File: src/rtl/perm_ctrl_pkg.sv
// Shared types and constants for the lane-permutation sequencer.
package perm_ctrl_pkg;

  typedef enum logic [2:0] {
    ST_IDLE    = 3'd0,
    ST_FETCH   = 3'd1,
    ST_PERMUTE = 3'd2,
    ST_LOAD    = 3'd3,
    ST_EMIT    = 3'd4,
    ST_DONE    = 3'd5
  } state_e;

  localparam int unsigned DEFAULT_DEPTH = 64;
  localparam int unsigned LANE_W        = 25;

endpackage

File: src/rtl/perm_word_counter.sv
// Word index counter: clear to 0, increment, and terminal flag at DEPTH-1.
module perm_word_counter #(
  parameter int unsigned DEPTH = 64,
  parameter int unsigned IDX_W = $clog2(DEPTH)
) (
  input  logic             clk_i,
  input  logic             rst_ni,
  input  logic             clr_i,
  input  logic             inc_i,
  output logic [IDX_W-1:0] count_o,
  output logic             term_o
);

  logic [IDX_W-1:0] count_q, count_d;

  assign term_o  = (count_q == IDX_W'(DEPTH - 1));
  assign count_o = count_q;

  // Saturate at the terminal value; the index never wraps.
  always_comb begin
    count_d = count_q;
    if (clr_i) begin
      count_d = '0;
    end else if (inc_i && !term_o) begin
      count_d = count_q + IDX_W'(1);
    end
  end

  always_ff @(posedge clk_i or negedge rst_ni) begin
    if (!rst_ni) begin
      count_q <= '0;
    end else begin
      count_q <= count_d;
    end
  end

endmodule

File: src/rtl/perm_seq_ctrl.sv
// Sequencer for the lane-permutation datapath: fetch, permute, load, emit per word.
//
// state   | meaning
// IDLE    | waiting for start, all strobes low
// FETCH   | in_ready high, waiting for in_valid
// PERMUTE | one-cycle perm_en strobe
// LOAD    | one-cycle ld strobe
// EMIT    | out_valid held until out_ready
// DONE    | one-cycle done pulse after the last word
module perm_seq_ctrl
  import perm_ctrl_pkg::*;
#(
  parameter int unsigned DEPTH = DEFAULT_DEPTH,
  parameter int unsigned IDX_W = $clog2(DEPTH)
) (
  input  logic             clk_i,
  input  logic             rst_ni,
  input  logic             start_i,
  input  logic             abort_i,
  input  logic             in_valid_i,
  output logic             in_ready_o,
  output logic             perm_en_o,
  output logic             ld_o,
  output logic             out_valid_o,
  input  logic             out_ready_i,
  output logic [IDX_W-1:0] word_idx_o,
  output logic             busy_o,
  output logic             done_o
);

  state_e state_q, state_d;
  logic   idx_clr, idx_inc, idx_term;

  assign idx_clr = (state_q == ST_IDLE) && start_i && !abort_i;
  assign idx_inc = (state_q == ST_EMIT) && out_ready_i && !abort_i;

  perm_word_counter #(
    .DEPTH(DEPTH),
    .IDX_W(IDX_W)
  ) u_word_counter (
    .clk_i  (clk_i),
    .rst_ni (rst_ni),
    .clr_i  (idx_clr),
    .inc_i  (idx_inc),
    .count_o(word_idx_o),
    .term_o (idx_term)
  );

  always_ff @(posedge clk_i or negedge rst_ni) begin
    if (!rst_ni) begin
      state_q <= ST_IDLE;
    end else begin
      state_q <= state_d;
    end
  end

  // abort wins over any handshake completing in the same cycle.
  always_comb begin
    state_d = state_q;
    if (state_q != ST_IDLE && abort_i) begin
      state_d = ST_IDLE;
    end else begin
      unique case (state_q)
        ST_IDLE:    if (start_i && !abort_i) state_d = ST_FETCH;
        ST_FETCH:   if (in_valid_i) state_d = ST_PERMUTE;
        ST_PERMUTE: state_d = ST_LOAD;
        ST_LOAD:    state_d = ST_EMIT;
        ST_EMIT:    if (out_ready_i) state_d = idx_term ? ST_DONE : ST_FETCH;
        ST_DONE:    state_d = ST_IDLE;
        default:    state_d = ST_IDLE;
      endcase
    end
  end

  always_comb begin
    in_ready_o  = (state_q == ST_FETCH);
    perm_en_o   = (state_q == ST_PERMUTE);
    ld_o        = (state_q == ST_LOAD);
    out_valid_o = (state_q == ST_EMIT);
    done_o      = (state_q == ST_DONE);
    busy_o      = (state_q != ST_IDLE);
  end

endmodule

File: config.mk
export PLATFORM = sky130hd
export DESIGN_NAME = perm_seq_ctrl
export DESIGN_NICKNAME = d
export VERILOG_FILES = /design/src/rtl/perm_ctrl_pkg.sv /design/src/rtl/perm_word_counter.sv /design/src/rtl/perm_seq_ctrl.sv
export SDC_FILE = /design/constraint.sdc
export NUM_CORES = 1
export LEC_CHECK = 0
export CAP_MARGIN = 30
export CORE_MARGIN = 1.5
export CORE_UTILIZATION = 30
export CTS_CLUSTER_DIAMETER = 60
export DETAILED_ROUTE_END_ITERATION = 12
export HOLD_SLACK_MARGIN = 0.03
export SETUP_SLACK_MARGIN = 0.2
export SLEW_MARGIN = 0
export SYNTH_ARGS = -nofsm -noshare
export SYNTH_HDL_FRONTEND = slang
export SYNTH_SLANG_ARGS = --single-unit
File: constraint.sdc
create_clock -name clk_i -period 2.2 [get_ports clk_i]
set_input_delay 0.22 -clock clk_i [delete_from_list [all_inputs] [get_ports clk_i]]
set_output_delay 0.22 -clock clk_i [all_outputs]
set_load 0.01 [all_outputs]
==> results.md <==
- Met2 demand-to-capacity share in global routing: between 20 and 25%
- Total grt overflow: 0
- Starting Density: between 30% and 40%
- DIE AREA: approximately 2100 µm²
- Die W: 46.3 µm
- Die Ht: 46.3 µm
- Vias in the first global route: about 500
- Fmax: about 520 MHz
- ANT cells: 0
- Synth Register Bits: 9
- Initial DRT Pass Iterations: 2
- Global-route wire length before repair: around 2200 µm
- Gr usage total: between 10% and 20%
- Hold Crit Class: in -> async
- Clock skew: between 0.005 and 0.006 ns
- Cell variety after synth: 28
- RD Place Congestion: around 0.75
- Most Crowded Layer GR: met2
- Final Hold Fails: 0
- Crit path launch type: flip-flop
- Crit path time final: 1.94 ns
- Remaining DRCs: 0
- CTS tree: done
- Clk pwr share: 35.2%
- Cell Area, Synth: approximately 560 µm²
- Post-DP HPWL: ~950 µm
- DR iter-0 viols: 2
- Worst EP arrival: 1.72 ns
- Clk sink count: 9
- Hold Worst Slack: approximately 0.25 ns
- Clk_lat worst skew: approximately 0.26 ns
- CTS buffer count: 3
- Fin crit share: about 88%
- Total Wirelength: 1310 µm
- Hold_buf cts: 0
- Top cell type's share of synthesized area: between 40% and 50%
- Syn Nets: 67
- Routed Antenna Nets: 0
- Clk pin slew, worst setup/hold paths: about 0.060 ns
- Via count: about 530
- Top cells by area, synth: dfrtp_1 40%, nor2_1 6.7%, nand2_1 4.0%, o211ai_4 3.8%, a21oi_1 3.6%
- Measured slew at the worst slew-check pin: around 0.41 ns
- CTS max path bufs: 2
- Core footprint: around 1700 µm²
- Crit path kind: reg -> out
- Post-Syn Area per Cell: 9.36 µm²
- Initial antenna violation count: 0
- Fraction of met3 tracks used by global routing: around 2.0%
- Most frequent cells in the layout: 17 x clkdlybuf4s50_1, 10 x nor2_1, 8 x dfrtp_1
- Routed wire per std cell: 12.3 µm
- Largest net degree at the start of global routing: 12
- Sequential fraction of the synthesis area: approximately two fifths
- Max transition margin: 72.4%
- Biggest area consumer among synthesized cells: dfrtp_1
- Internal power: 0.273 mW
- Flop pwr share: between 40% and 50%
- Via density: around 5.0
- IO Pins: 18
- RSZ-0062 raised after global routing: no
- H-tree levels: 1
- P_leak: approximately 0.33 nW
- Buffers on Ports: 17
- Share of cells above drive strength 1: 18.5%
- CTS Root Cell: clkbuf_4
- Peak supply drop: between 0.2 and 0.25 mV
- Switching pwr: about 0.090 mW
- Setup_tns: 0 ns
- P&R area growth vs syn: 40.8%
- CP Max Fanout: 10
- PD cells: 458 nW/µm²
- Crit path capture type: primary output
- CP required: between 1.5 and 2 ns
- Final setup violation count: 0
- NumNets Final: 89
- Slew Viols, Final: 0
- Max-Cap Viols: 0
- Grt met1 use: 18.4%
- Most common cell after layout, fill and taps aside: clkdlybuf4s50_1
- Site Rows: 15
- Comb pwr share: around 15%
- Final total power: 0.362 mW
- Ys Warns: 0
- Cells after Synth: 60
- Status: completed
- Switching share of total power: about a quarter
-- cells by family (layout without fill, tap and decap cells) --
logic type	after synthesis	after routing	synth area share, %
xor+xnor	1	1	1.56
fa+ha+maj	1	1	2.23
mux	1	1	1.78
simple gates	33	33	33.6
buf+inv	3	24	4.01
compound gates	12	12	16.7
flops	9	9	40.1
-- layout make-up --
class	instances	area, µm²
fill	190	955
multi-input combinational	48	314
sequential	9	226
timing repair buffer	20	193
tap	25	31.3
clock buffer	4	26.3
-- flip-flops by register name, summed over array words and instances, names as in the netlist --
register                flops
state_q                     3
u_word_counter.count_o      6
-- per-layer routing --
metal	wire, µm	up-vias	part of all wire, %
li1	-	260	-
met1	592	246	45
met5	0	-	0
met4	18	0	1.4
met3	66	4	5.1
met2	628	19	48
-- power groups by stage --
stage	Clock [mW]	Combinational, mW	Sequential [mW]
CTS	0.134	0.0559	0.179
detailed placement	0	0.0555	0.182
global route	0.139	0.0614	0.180
finish	0.127	0.0557	0.179
global placement	0	0.0556	0.182
floorplan	0	0.0325	0.175
-- worst max-delay path: stages (launching register included) --
cell and delay, ns:
dfrtp_1 0.49, or3_2 0.48, clkdlybuf4s50_1 0.49
-- repair_timing --
action / in CTS / in global routing
resized for setup: 0 / 1
buffers inserted: 0 / 2
setup endpoints to repair: 0 / 2
-- per-stage QoR --
step | instance area (µm²) | util (%) | std cells | setup WS (ns)
2_1_floorplan | 562 | - | 60 | 0.503
3_3_place_gp | 748 | 42.9 | 100 | 0.381
3_5_place_dp | 748 | 42.9 | 100 | 0.350
4_1_cts | 774 | 44.4 | 104 | 0.217
5_1_grt | 791 | 45.3 | 106 | 0.208
6_report | 791 | 45.3 | 106 | 0.260
-- synth_stat cells --
cell	number
a21boi_0	1
a21oi_1	4
a31oi_1	1
and2b_1	1
and3b_2	2
buf_4	1
buf_6	1
clkbuf_1	1
dfrtp_1	9
ha_1	1
mux2i_1	1
nand2_1	6
nand2b_1	1
nand3_1	3
nand3b_1	1
nor2_1	10
nor3_1	3
nor3b_1	1
nor3b_4	1
nor4b_1	1
o211ai_4	1
o21ai_0	2
o21ba_2	1
o31ai_1	1
o32a_2	1
or3_2	2
or4_1	1
xor2_1	1
-- final timing paths --
kind,end,start,slack [ns],cells past startpoint
max in group asynchronous,state_q[0]$_DFFE_PN0P_,rst_ni,1.64,1
min in group clk_i,state_q[0]$_DFFE_PN0P_,abort_i,0.58,2
hold reg to reg,u_word_counter.count_o[5]$_DFFE_PN0P_,u_word_counter.count_o[5]$_DFFE_PN0P_,0.60,2
hold / removal,state_q[1]$_DFFE_PN0P_,rst_ni,0.25,1
setup reg to reg,u_word_counter.count_o[5]$_DFFE_PN0P_,u_word_counter.count_o[0]$_DFFE_PN0P_,0.44,5
setup / recovery,busy_o,state_q[1]$_DFFE_PN0P_,0.26,2
(Power assumes the default switching activity.)
